## src/rtl/bcd_to_bin_seq_if.sv

```systemverilog
// Handshake bundle between the digit-entry register, the BCD converter and the ALU operand latch.
interface bcd_to_bin_seq_if #(
  parameter int NDIG  = 4,
  parameter int WIDTH = 11
);
  logic               in_valid;
  logic               in_ready;
  logic [4*NDIG-1:0]  bcd_in;
  logic               out_valid;
  logic               out_ready;
  logic [WIDTH-1:0]   bin_out;
  logic               err_digit;
  logic               err_ovf;

  modport master (
    output in_valid, bcd_in, out_ready,
    input  in_ready, out_valid, bin_out, err_digit, err_ovf
  );

  modport slave (
    input  in_valid, bcd_in, out_ready,
    output in_ready, out_valid, bin_out, err_digit, err_ovf
  );
endinterface

```

## src/rtl/bcd_to_bin_seq.sv

```systemverilog
// Multi-cycle packed-BCD to signed binary converter: one x10-and-add step per clock,
// with sign digit, invalid-digit flag and overflow saturation.
module bcd_to_bin_seq #(
  parameter int NDIG  = 4,
  parameter int WIDTH = 11
) (
  input  logic            clk,
  input  logic            rst,
  bcd_to_bin_seq_if.slave bus
);
  localparam int AW = WIDTH + 4;
  localparam int IW = (NDIG > 1) ? $clog2(NDIG) : 1;
  localparam logic [AW-1:0] LIM_NEG = AW'(1) << (WIDTH - 1);
  localparam logic [AW-1:0] LIM_POS = LIM_NEG - AW'(1);

  typedef enum logic [1:0] {IDLE, CONV, SIGN, DONE} state_t;

  state_t            state, state_n;
  logic [4*NDIG-1:0] word, word_n;
  logic [AW-1:0]     acc, acc_n;
  logic [IW-1:0]     idx, idx_n;
  logic              neg, neg_n;
  logic              ovf, ovf_n;
  logic [WIDTH-1:0]  bin, bin_n;
  logic              err_d, err_d_n;
  logic              err_o, err_o_n;
  logic [3:0]        dig;
  logic [AW-1:0]     acc_x10;

  // The latched word is shifted left each CONV cycle so the slot being processed is always on top.
  assign dig     = word[4*NDIG-1 -: 4];
  assign acc_x10 = (acc << 3) + (acc << 1) + {{(AW-4){1'b0}}, dig};

  always_ff @(posedge clk) begin
    if (rst) begin
      state <= IDLE;
      word  <= '0;
      acc   <= '0;
      idx   <= '0;
      neg   <= 1'b0;
      ovf   <= 1'b0;
      bin   <= '0;
      err_d <= 1'b0;
      err_o <= 1'b0;
    end else begin
      state <= state_n;
      word  <= word_n;
      acc   <= acc_n;
      idx   <= idx_n;
      neg   <= neg_n;
      ovf   <= ovf_n;
      bin   <= bin_n;
      err_d <= err_d_n;
      err_o <= err_o_n;
    end
  end

  always_comb begin
    state_n = state;
    word_n  = word;
    acc_n   = acc;
    idx_n   = idx;
    neg_n   = neg;
    ovf_n   = ovf;
    bin_n   = bin;
    err_d_n = err_d;
    err_o_n = err_o;
    case (state)
      IDLE: begin
        if (bus.in_valid) begin
          word_n  = bus.bcd_in;
          acc_n   = '0;
          idx_n   = IW'(NDIG - 1);
          neg_n   = 1'b0;
          ovf_n   = 1'b0;
          err_d_n = 1'b0;
          err_o_n = 1'b0;
          state_n = CONV;
        end
      end
      CONV: begin
        word_n = word << 4;
        idx_n  = idx - IW'(1);
        if (dig <= 4'd9) begin
          acc_n = acc_x10;
          if (|acc_x10[AW-1:WIDTH]) ovf_n = 1'b1;
        end else begin
          case (dig)
            4'hB: begin
              if (neg) err_d_n = 1'b1;
              else     neg_n   = 1'b1;
            end
            4'hA, 4'hF: ;
            default: err_d_n = 1'b1;
          endcase
        end
        if (idx == '0) state_n = SIGN;
      end
      SIGN: begin
        if (ovf || (acc > (neg ? LIM_NEG : LIM_POS))) begin
          bin_n   = neg ? {1'b1, {(WIDTH-1){1'b0}}} : {1'b0, {(WIDTH-1){1'b1}}};
          err_o_n = 1'b1;
        end else begin
          bin_n = neg ? -acc[WIDTH-1:0] : acc[WIDTH-1:0];
        end
        state_n = DONE;
      end
      DONE: begin
        if (bus.out_ready) state_n = IDLE;
      end
      default: state_n = IDLE;
    endcase
  end

  assign bus.in_ready  = (state == IDLE);
  assign bus.out_valid = (state == DONE);
  assign bus.bin_out   = bin;
  assign bus.err_digit = err_d;
  assign bus.err_ovf   = err_o;
endmodule

```

## src/flat_wrapper.sv

```systemverilog
// flat-port wrapper written by rule: the top's interface ports become plain ports
module bcd_to_bin_seq_flat 
#(
  parameter int NDIG  = 4,
  parameter int WIDTH = 11
)
  (clk, rst, bus_in_valid, bus_bcd_in, bus_out_ready, bus_in_ready, bus_out_valid, bus_bin_out, bus_err_digit, bus_err_ovf);
  bcd_to_bin_seq_if #(.NDIG(NDIG), .WIDTH(WIDTH)) bus_i ();
  input  logic clk;
  input  logic rst;
  input wire logic [$bits(bus_i.in_valid)-1:0] bus_in_valid;
  input wire logic [$bits(bus_i.bcd_in)-1:0] bus_bcd_in;
  input wire logic [$bits(bus_i.out_ready)-1:0] bus_out_ready;
  output wire logic [$bits(bus_i.in_ready)-1:0] bus_in_ready;
  output wire logic [$bits(bus_i.out_valid)-1:0] bus_out_valid;
  output wire logic [$bits(bus_i.bin_out)-1:0] bus_bin_out;
  output wire logic [$bits(bus_i.err_digit)-1:0] bus_err_digit;
  output wire logic [$bits(bus_i.err_ovf)-1:0] bus_err_ovf;
  assign bus_i.in_valid = bus_in_valid;
  assign bus_i.bcd_in = bus_bcd_in;
  assign bus_i.out_ready = bus_out_ready;
  assign bus_in_ready = bus_i.in_ready;
  assign bus_out_valid = bus_i.out_valid;
  assign bus_bin_out = bus_i.bin_out;
  assign bus_err_digit = bus_i.err_digit;
  assign bus_err_ovf = bus_i.err_ovf;
  bcd_to_bin_seq #(.NDIG(NDIG), .WIDTH(WIDTH)) u_core (.clk(clk), .rst(rst), .bus(bus_i));
endmodule
```

## config.mk

```make
export PLATFORM = sky130hd
export DESIGN_NAME = bcd_to_bin_seq_flat
export DESIGN_NICKNAME = d
export VERILOG_FILES = /design/src/rtl/bcd_to_bin_seq_if.sv /design/src/rtl/bcd_to_bin_seq.sv /design/src/flat_wrapper.sv
export SDC_FILE = /design/constraint.sdc
export NUM_CORES = 1
export LEC_CHECK = 0
export CAP_MARGIN = 20
export CORE_MARGIN = 5
export CORE_UTILIZATION = 55
export CTS_BUF_LIST = sky130_fd_sc_hd__clkbuf_4 sky130_fd_sc_hd__clkbuf_8
export CTS_CLUSTER_DIAMETER = 30
export DETAILED_ROUTE_END_ITERATION = 12
export PLACE_DENSITY = 0.82
export SLEW_MARGIN = 10
export SYNTH_ARGS = -nofsm -noshare
export SYNTH_HDL_FRONTEND = slang
export SYNTH_SLANG_ARGS = --single-unit
```

## constraint.sdc

```tcl
create_clock -name clk -period 2.83 [get_ports clk]
set_input_delay 0.566 -clock clk [delete_from_list [all_inputs] [get_ports clk]]
set_output_delay 0.566 -clock clk [all_outputs]
set_load 0.005 [all_outputs]
```

==> results_dict.tcl, run 1 <==
set metrics [dict create \
    synth_flop_cell "dfxtp_1" \
    hold_buffers 0 \
    hold-worst-slack_ns 0.470 \
    ant_nets 0 \
    report.final.slew_viol_count 0 \
    fill_cells 507 \
    cp-end-kind "register" \
    grt_max_degree 38 \
    cp_top_family "adder cells" \
    critPathLaunchType "register" \
    grt_pass1_wl_mm 13.1 \
    setup_viol 0 \
    ys_ff_latch 50 \
    layout-drive-gt1-share_pct 8.82 \
    cts_buffer_depth 2 \
    final_cell_mix "57 x nor2_1, 49 x dfxtp_1, 41 x ha_1, 33 x clkdlybuf4s50_1, 26 x a21oi_1" \
    vias 2933 \
    path_class "register to register" \
    r2r-end "u_core.ovf" \
    overflow 0 \
    syn_inst 396 \
    drt_pre_antenna_iters 5 \
    synthToLayoutAreaGrowth_pct 15.9 \
    worst_slew_pin_slew_ns 0.702 \
    nets 493 \
    dp_hpwl_mm 5.83 \
    switchingPower_mw 1.06 \
    seq_area_frac_synth_pct 29.5 \
    synthDistinctLibCells 52 \
    r2r_slack_ns 0.20 \
    powerDensity_nw_per_um2 672 \
    h-tree-depth 2 \
    critPathRequiredTime_ns 3.03 \
    report.power.total_mw 2.64 \
    clk_latency_ns 0.31 \
    period_share_pct 93.0 \
    place.gp.congestion 0.902 \
    vias_per_cell 5.80 \
    finClkSkew_ns 0.00476 \
    cp_cell_sequence "inv_2 > fa_1 > inv_1 > ha_1 > a21o_1 > nand4_1 > a21oi_2 > o211ai_1 > xnor2_1 > nor3_1 > a211oi_1" \
    fin_ws_ns 0.198 \
    portBuffers 34 \
    cts_setup_buffers 0 \
    grt_usage_pct 21.1 \
    multi_input_area_um2 2240 \
    critPathMaxFanout 5 \
    drv_cap 0 \
    layout_commonest_cell "nor2_1" \
    cts_tree "done" \
    initial_utilization_pct 56.9 \
    root_buffer "clkbuf_8" \
    dp_slack_ns 0.0788 \
    status "complete, no violations" \
    die_height_um 88.5 \
    netlist_area_um2 3390 \
    drt_wl_total_mm 7.61 \
    max_freq_mhz 380 \
    numCtsBuffers 5 \
    io_pins 35 \
    slew_headroom_pct 53.2 \
    crit_end "u_core.ovf" \
    crit_slowest_cell "fa_1" \
    core_um2 5960 \
    drtIter0Drc 156 \
    p_comb_share_pct 46.0 \
    drc_errors 0 \
    cp_num_cells 11 \
    layout.area.seq_um2 1000 \
    synth_edf_count 0 \
    internal_power_mw 1.58 \
    p_clk_share_pct 17.2 \
    n_antenna_cell 0 \
    die_w_um 88.5 \
    slowest_delay_ns 0.59 \
    finalCriticalPeriod_ns 2.63 \
    timing.setup.tns_ns 0 \
    async_flop_share_pct 0 \
    avgSynthCellArea_um2 8.56 \
    clk_pin_slew_ns 0.10 \
    antenna_found_initial 0 \
    die-area_um2 7830 \
    grt_pass1_vias 2772 \
    swShare_pct 40.1 \
    r2r-start "u_core.acc[0]" \
    ys.warnings.count 0 \
    reg2regPathDepth 11 \
    clock_sinks 50 \
    power_frac_seq_pct 36.8 \
    vdd_drop_max_uv 632 \
    p_leak_nw 1.78 \
    critical_path_buf_inv_count 2 \
    critPathLaunch "u_core.acc[0]" \
    hp-class "register to register" \
    hold_violations 0 \
    synth_nets 459 \
    rows 28 \
    arrival_ns 2.83 \
    avgRoutedWirePerCell_um 15.0 \
]
-- power groups by stage --
stage | Clock [mW] | Sequential (mW) | Combinational, mW
2_1_floorplan | 0 | 0.968 | 0.863
3_3_place_gp | 0 | 0.977 | 1.17
3_5_place_dp | 0 | 0.987 | 1.20
4_1_cts | 0.462 | 0.969 | 1.22
5_1_grt | 0.503 | 1.00 | 1.36
6_report | 0.453 | 0.972 | 1.21
-- kinds of logic after synthesis --
group,after synthesis,share of synthesized area (%)
AND/OR/NAND/NOR,134,20.2
AO/OA/AOI/OAI,97,19.5
flip-flops,50,29.5
adder cells (fa/ha/maj),43,16.3
buffers and inverters,36,4.58
XOR/XNOR,19,4.91
multiplexers,17,5.02
-- registers in the layout, indices dropped and copies added, names as in the netlist --
signal / cells
u_core.ovf: 1
u_core.idx: 2
u_core.word: 16
u_core.state: 2
u_core.bus.err_ovf: 1
u_core.neg: 1
u_core.acc: 15
u_core.bus.bin_out: 11
u_core.bus.err_digit: 1
-- synth_stat cells, drive strengths merged (4+ instances only) --
library cell	instances	share of area (%)
nor3	4	0.74
buf	5	1.1
or3	5	0.92
xor2	10	2.6
xnor2	9	2.3
dfxtp	50	30
nor2b	4	0.74
nand2	22	2.4
a211oi	15	3.5
nand3	9	1.3
nand2b	11	2.0
clkbuf	14	1.5
a21o	6	1.3
nor4	7	2.0
o21ai	13	2.0
nor2	59	7.2
ha	41	15
nand4	4	0.74
a21oi	29	4.4
mux2i	17	5.0
inv	17	1.9
a22oi	12	2.7
-- worst min-delay path by stage --
stage	start	depth (start not counted)	endpoint	slack, ns
3_3_place_gp	u_core.acc[14]	2	u_core.acc[14]	0.44
6_report	u_core.bus.bin_out[5]	2	u_core.bus.bin_out[5]	0.47
2_1_floorplan	u_core.acc[14]	2	u_core.acc[14]	0.43
4_1_cts	u_core.bus.bin_out[5]	2	u_core.bus.bin_out[5]	0.47
3_5_place_dp	u_core.bus.bin_out[5]	2	u_core.bus.bin_out[5]	0.45
5_1_grt	u_core.acc[14]	2	u_core.acc[14]	0.50
-- worst min-delay path, stage by stage (launching register included) --
cell and delay, ns:
dfxtp_1 0.32, nand2b_1 0.06, o21ai_1 0.05
-- repair_timing --
item / 4_1_cts / 5_1_grt
endpoints found under the setup margin: 0 / 5
resized for setup: 0 / 5
hold endpoints to repair: 0 / 0
-- per-layer routing --
metal	part of all wire, %	up-vias	track usage [%]
met3	4.5	8	2.98
li1	-	1496	-
met5	0	-	0
met2	49	48	35.6
met4	1.4	0	6.46
met1	45	1381	27.8
-- area by class of cell --
type | count | share of cell area (%)
clock inverters | 2 | 0.414
flip-flops and latches | 50 | 25.5
clock buffers | 6 | 2.10
multi-input cells | 310 | 57.1
inverters | 17 | 1.62
well taps | 75 | 2.39
repair buffers | 46 | 10.8
-- per-stage QoR --
stage / cell area (um2) / utilization (%) / instances
detailed placement: 3820 / 64.1 / 498
global placement: 3820 / 64.1 / 498
finish: 3930 / 66.0 / 506
global route: 3930 / 66.0 / 506
CTS: 3920 / 65.8 / 506
floorplan: 3390 / - / 396
No activity file was read; power rests on OpenSTA's default activity.
==> run 2, diff against run 1 <==
--- a/config.mk
+++ b/config.mk
@@ -6,12 +6,15 @@
 export NUM_CORES = 1
 export LEC_CHECK = 0
 export CAP_MARGIN = 20
+export CELL_PAD_IN_SITES_DETAIL_PLACEMENT = 0
+export CELL_PAD_IN_SITES_GLOBAL_PLACEMENT = 1
 export CORE_MARGIN = 5
-export CORE_UTILIZATION = 55
+export CORE_UTILIZATION = 45
 export CTS_BUF_LIST = sky130_fd_sc_hd__clkbuf_4 sky130_fd_sc_hd__clkbuf_8
 export CTS_CLUSTER_DIAMETER = 30
 export DETAILED_ROUTE_END_ITERATION = 12
-export PLACE_DENSITY = 0.82
+export PLACE_DENSITY = 0.87
+export SKIP_CTS_REPAIR_TIMING = 1
 export SLEW_MARGIN = 10
 export SYNTH_ARGS = -nofsm -noshare
 export SYNTH_HDL_FRONTEND = slang
==> run 2 against run 1 <==
Non-clock buffer count rose by 2. Clock-buffer cell count unchanged. Critical path type unchanged. Global-route usage shrank 4.3 points. First-iteration DRC count is 13% lower. Design area rose by 1.6%.
==> results_dict.tcl, run 2 (synthesis gave the netlist of run 1 again) <==
set metrics [dict create \
    h-tree-depth 2 \
    max_flop_register "u_core.word" \
    nets 495 \
    die-area_um2 9370 \
    critPathLaunchType "register" \
    hold_violations 0 \
    cp-end-kind "register" \
    finClkSkew_ns 0.00339 \
    portBuffers 34 \
    io_pins 35 \
    vias 2940 \
    drt_wl_total_mm 7.85 \
    r2r_slack_ns 0.22 \
    finalCriticalPeriod_ns 2.61 \
    root_buffer "clkbuf_8" \
    path_class "register to register" \
    reg2regPathDepth 11 \
    crit_end "u_core.acc[9]" \
    grt_usage_pct 16.8 \
    setup_viol 0 \
    r2r-start "u_core.word[15]" \
    layout-drive-gt1-share_pct 9.24 \
    drv_cap 0 \
    powerDensity_nw_per_um2 682 \
    critPathRequiredTime_ns 3.04 \
    die_height_um 96.8 \
    report.final.slew_viol_count 0 \
    dp_hpwl_mm 6.02 \
    hp-class "register to register" \
    crit_slowest_cell "fa_1" \
    place.gp.congestion 0.841 \
    swShare_pct 38.8 \
    p_leak_nw 1.80 \
    core_um2 7290 \
    final_cell_mix "57 x nor2_1, 50 x dfxtp_1, 41 x ha_1, 33 x clkdlybuf4s50_1, 26 x a21oi_1" \
    grt_max_degree 35 \
    drtIter0Drc 136 \
    fill_cells 701 \
    ant_nets 0 \
    cts_tree "done" \
    arrival_ns 2.82 \
    synthToLayoutAreaGrowth_pct 17.7 \
    vdd_drop_max_uv 382 \
    report.power.total_mw 2.72 \
    status "complete, no violations" \
    period_share_pct 92.2 \
    internal_power_mw 1.67 \
    drc_errors 0 \
    cp_cell_sequence "inv_1 > fa_1 > inv_1 > ha_1 > a21o_1 > nand4_1 > nand2_1 > a21o_1 > a21oi_1 > xor2_1 > o41ai_1" \
    clock_sinks 50 \
    avgRoutedWirePerCell_um 14.8 \
    n_antenna_cell 0 \
    p_clk_share_pct 19.4 \
    slew_headroom_pct 57.5 \
    largest_reg_flops 16 \
    p_comb_share_pct 44.7 \
    overflow 0 \
    critPathLaunch "u_core.word[15]" \
    rsz0062_at_grt "no" \
    grt_pass1_vias 2931 \
    max_freq_mhz 383 \
    cts_buffer_depth 2 \
    switchingPower_mw 1.06 \
    clk_pin_slew_ns 0.10 \
    power_frac_seq_pct 35.8 \
    r2r-end "u_core.acc[9]" \
    drt_pre_antenna_iters 5 \
    layout_commonest_cell "nor2_1" \
    vias_per_cell 5.53 \
    critPathMaxFanout 3 \
    worst_slew_pin_slew_ns 0.638 \
    slowest_delay_ns 0.60 \
    initial_utilization_pct 46.5 \
    numCtsBuffers 5 \
    rows 31 \
    die_w_um 96.8 \
    clk_latency_ns 0.31 \
    grt_pass1_wl_mm 13.4 \
    antenna_found_initial 0 \
    timing.setup.tns_ns 0 \
]
run 2: cell count changes in the layout (fill, tap and decap cells not counted), sizes merged:
cell    before  now
buf         13   15
bufinv       0    1
inv         18   17
run 2: area by class of cell:
class	instances	area, um2	area share, %
flip-flops and latches	50	1000	25.1
repair buffers	48	440	11.0
well taps	99	124	3.10
inverters	17	63.8	1.60
clock inverters	2	37.5	0.941
multi-input cells	310	2250	56.3
clock buffers	6	76.3	1.91
run 2: worst min path at each step:
stage | startpoint | endpoint | slack (ns) | depth (start not counted)
after floorplan | u_core.acc[14] | u_core.acc[14] | 0.43 | 2
after detailed placement | u_core.acc[14] | u_core.acc[14] | 0.46 | 2
after global placement | u_core.acc[14] | u_core.acc[14] | 0.44 | 2
after CTS | u_core.acc[14] | u_core.acc[14] | 0.47 | 2
final | u_core.bus.bin_out[5] | u_core.bus.bin_out[5] | 0.47 | 2
after global routing | u_core.bus.err_ovf | u_core.bus.err_ovf | 0.51 | 2
run 2: routing by layer:
metal | vias up | part of all wire, % | global-route usage, %
li1 | 1496 | - | -
met1 | 1381 | 47 | 21.1
met2 | 50 | 47 | 29.1
met3 | 13 | 3.4 | 2.95
met4 | 0 | 2.0 | 5.08
met5 | - | 0 | 0
run 2: worst max-delay path, delay by kind of cell (launching register included):
family / cells / cell delay, ns
compound gates: 4 / 0.79
xor+xnor: 1 / 0.11
fa+ha+maj: 2 / 0.88
buf+inv: 2 / 0.16
flops: 1 / 0.36
simple gates: 2 / 0.23
run 2: power by group through the flow:
stage / combinational (mW) / clock [mW] / sequential (mW)
CTS: 1.23 / 0.539 / 0.974
global placement: 1.20 / 0 / 0.984
global route: 1.39 / 0.566 / 0.999
floorplan: 0.863 / 0 / 0.968
finish: 1.22 / 0.529 / 0.975
detailed placement: 1.22 / 0 / 0.990
run 2: metrics by stage:
step                area, um2  hold slack (ns)  instances  worst slack [ns]  util, %
floorplan                3390            0.427        396             0.296        -
global placement         3860            0.439        524             0.173     53.0
detailed placement       3860            0.456        524            0.0783     53.0
CTS                      3980            0.470        532            0.0614     54.5
global route             3990            0.509        532            0.0130     54.7
finish                   3990            0.471        532             0.220     54.7
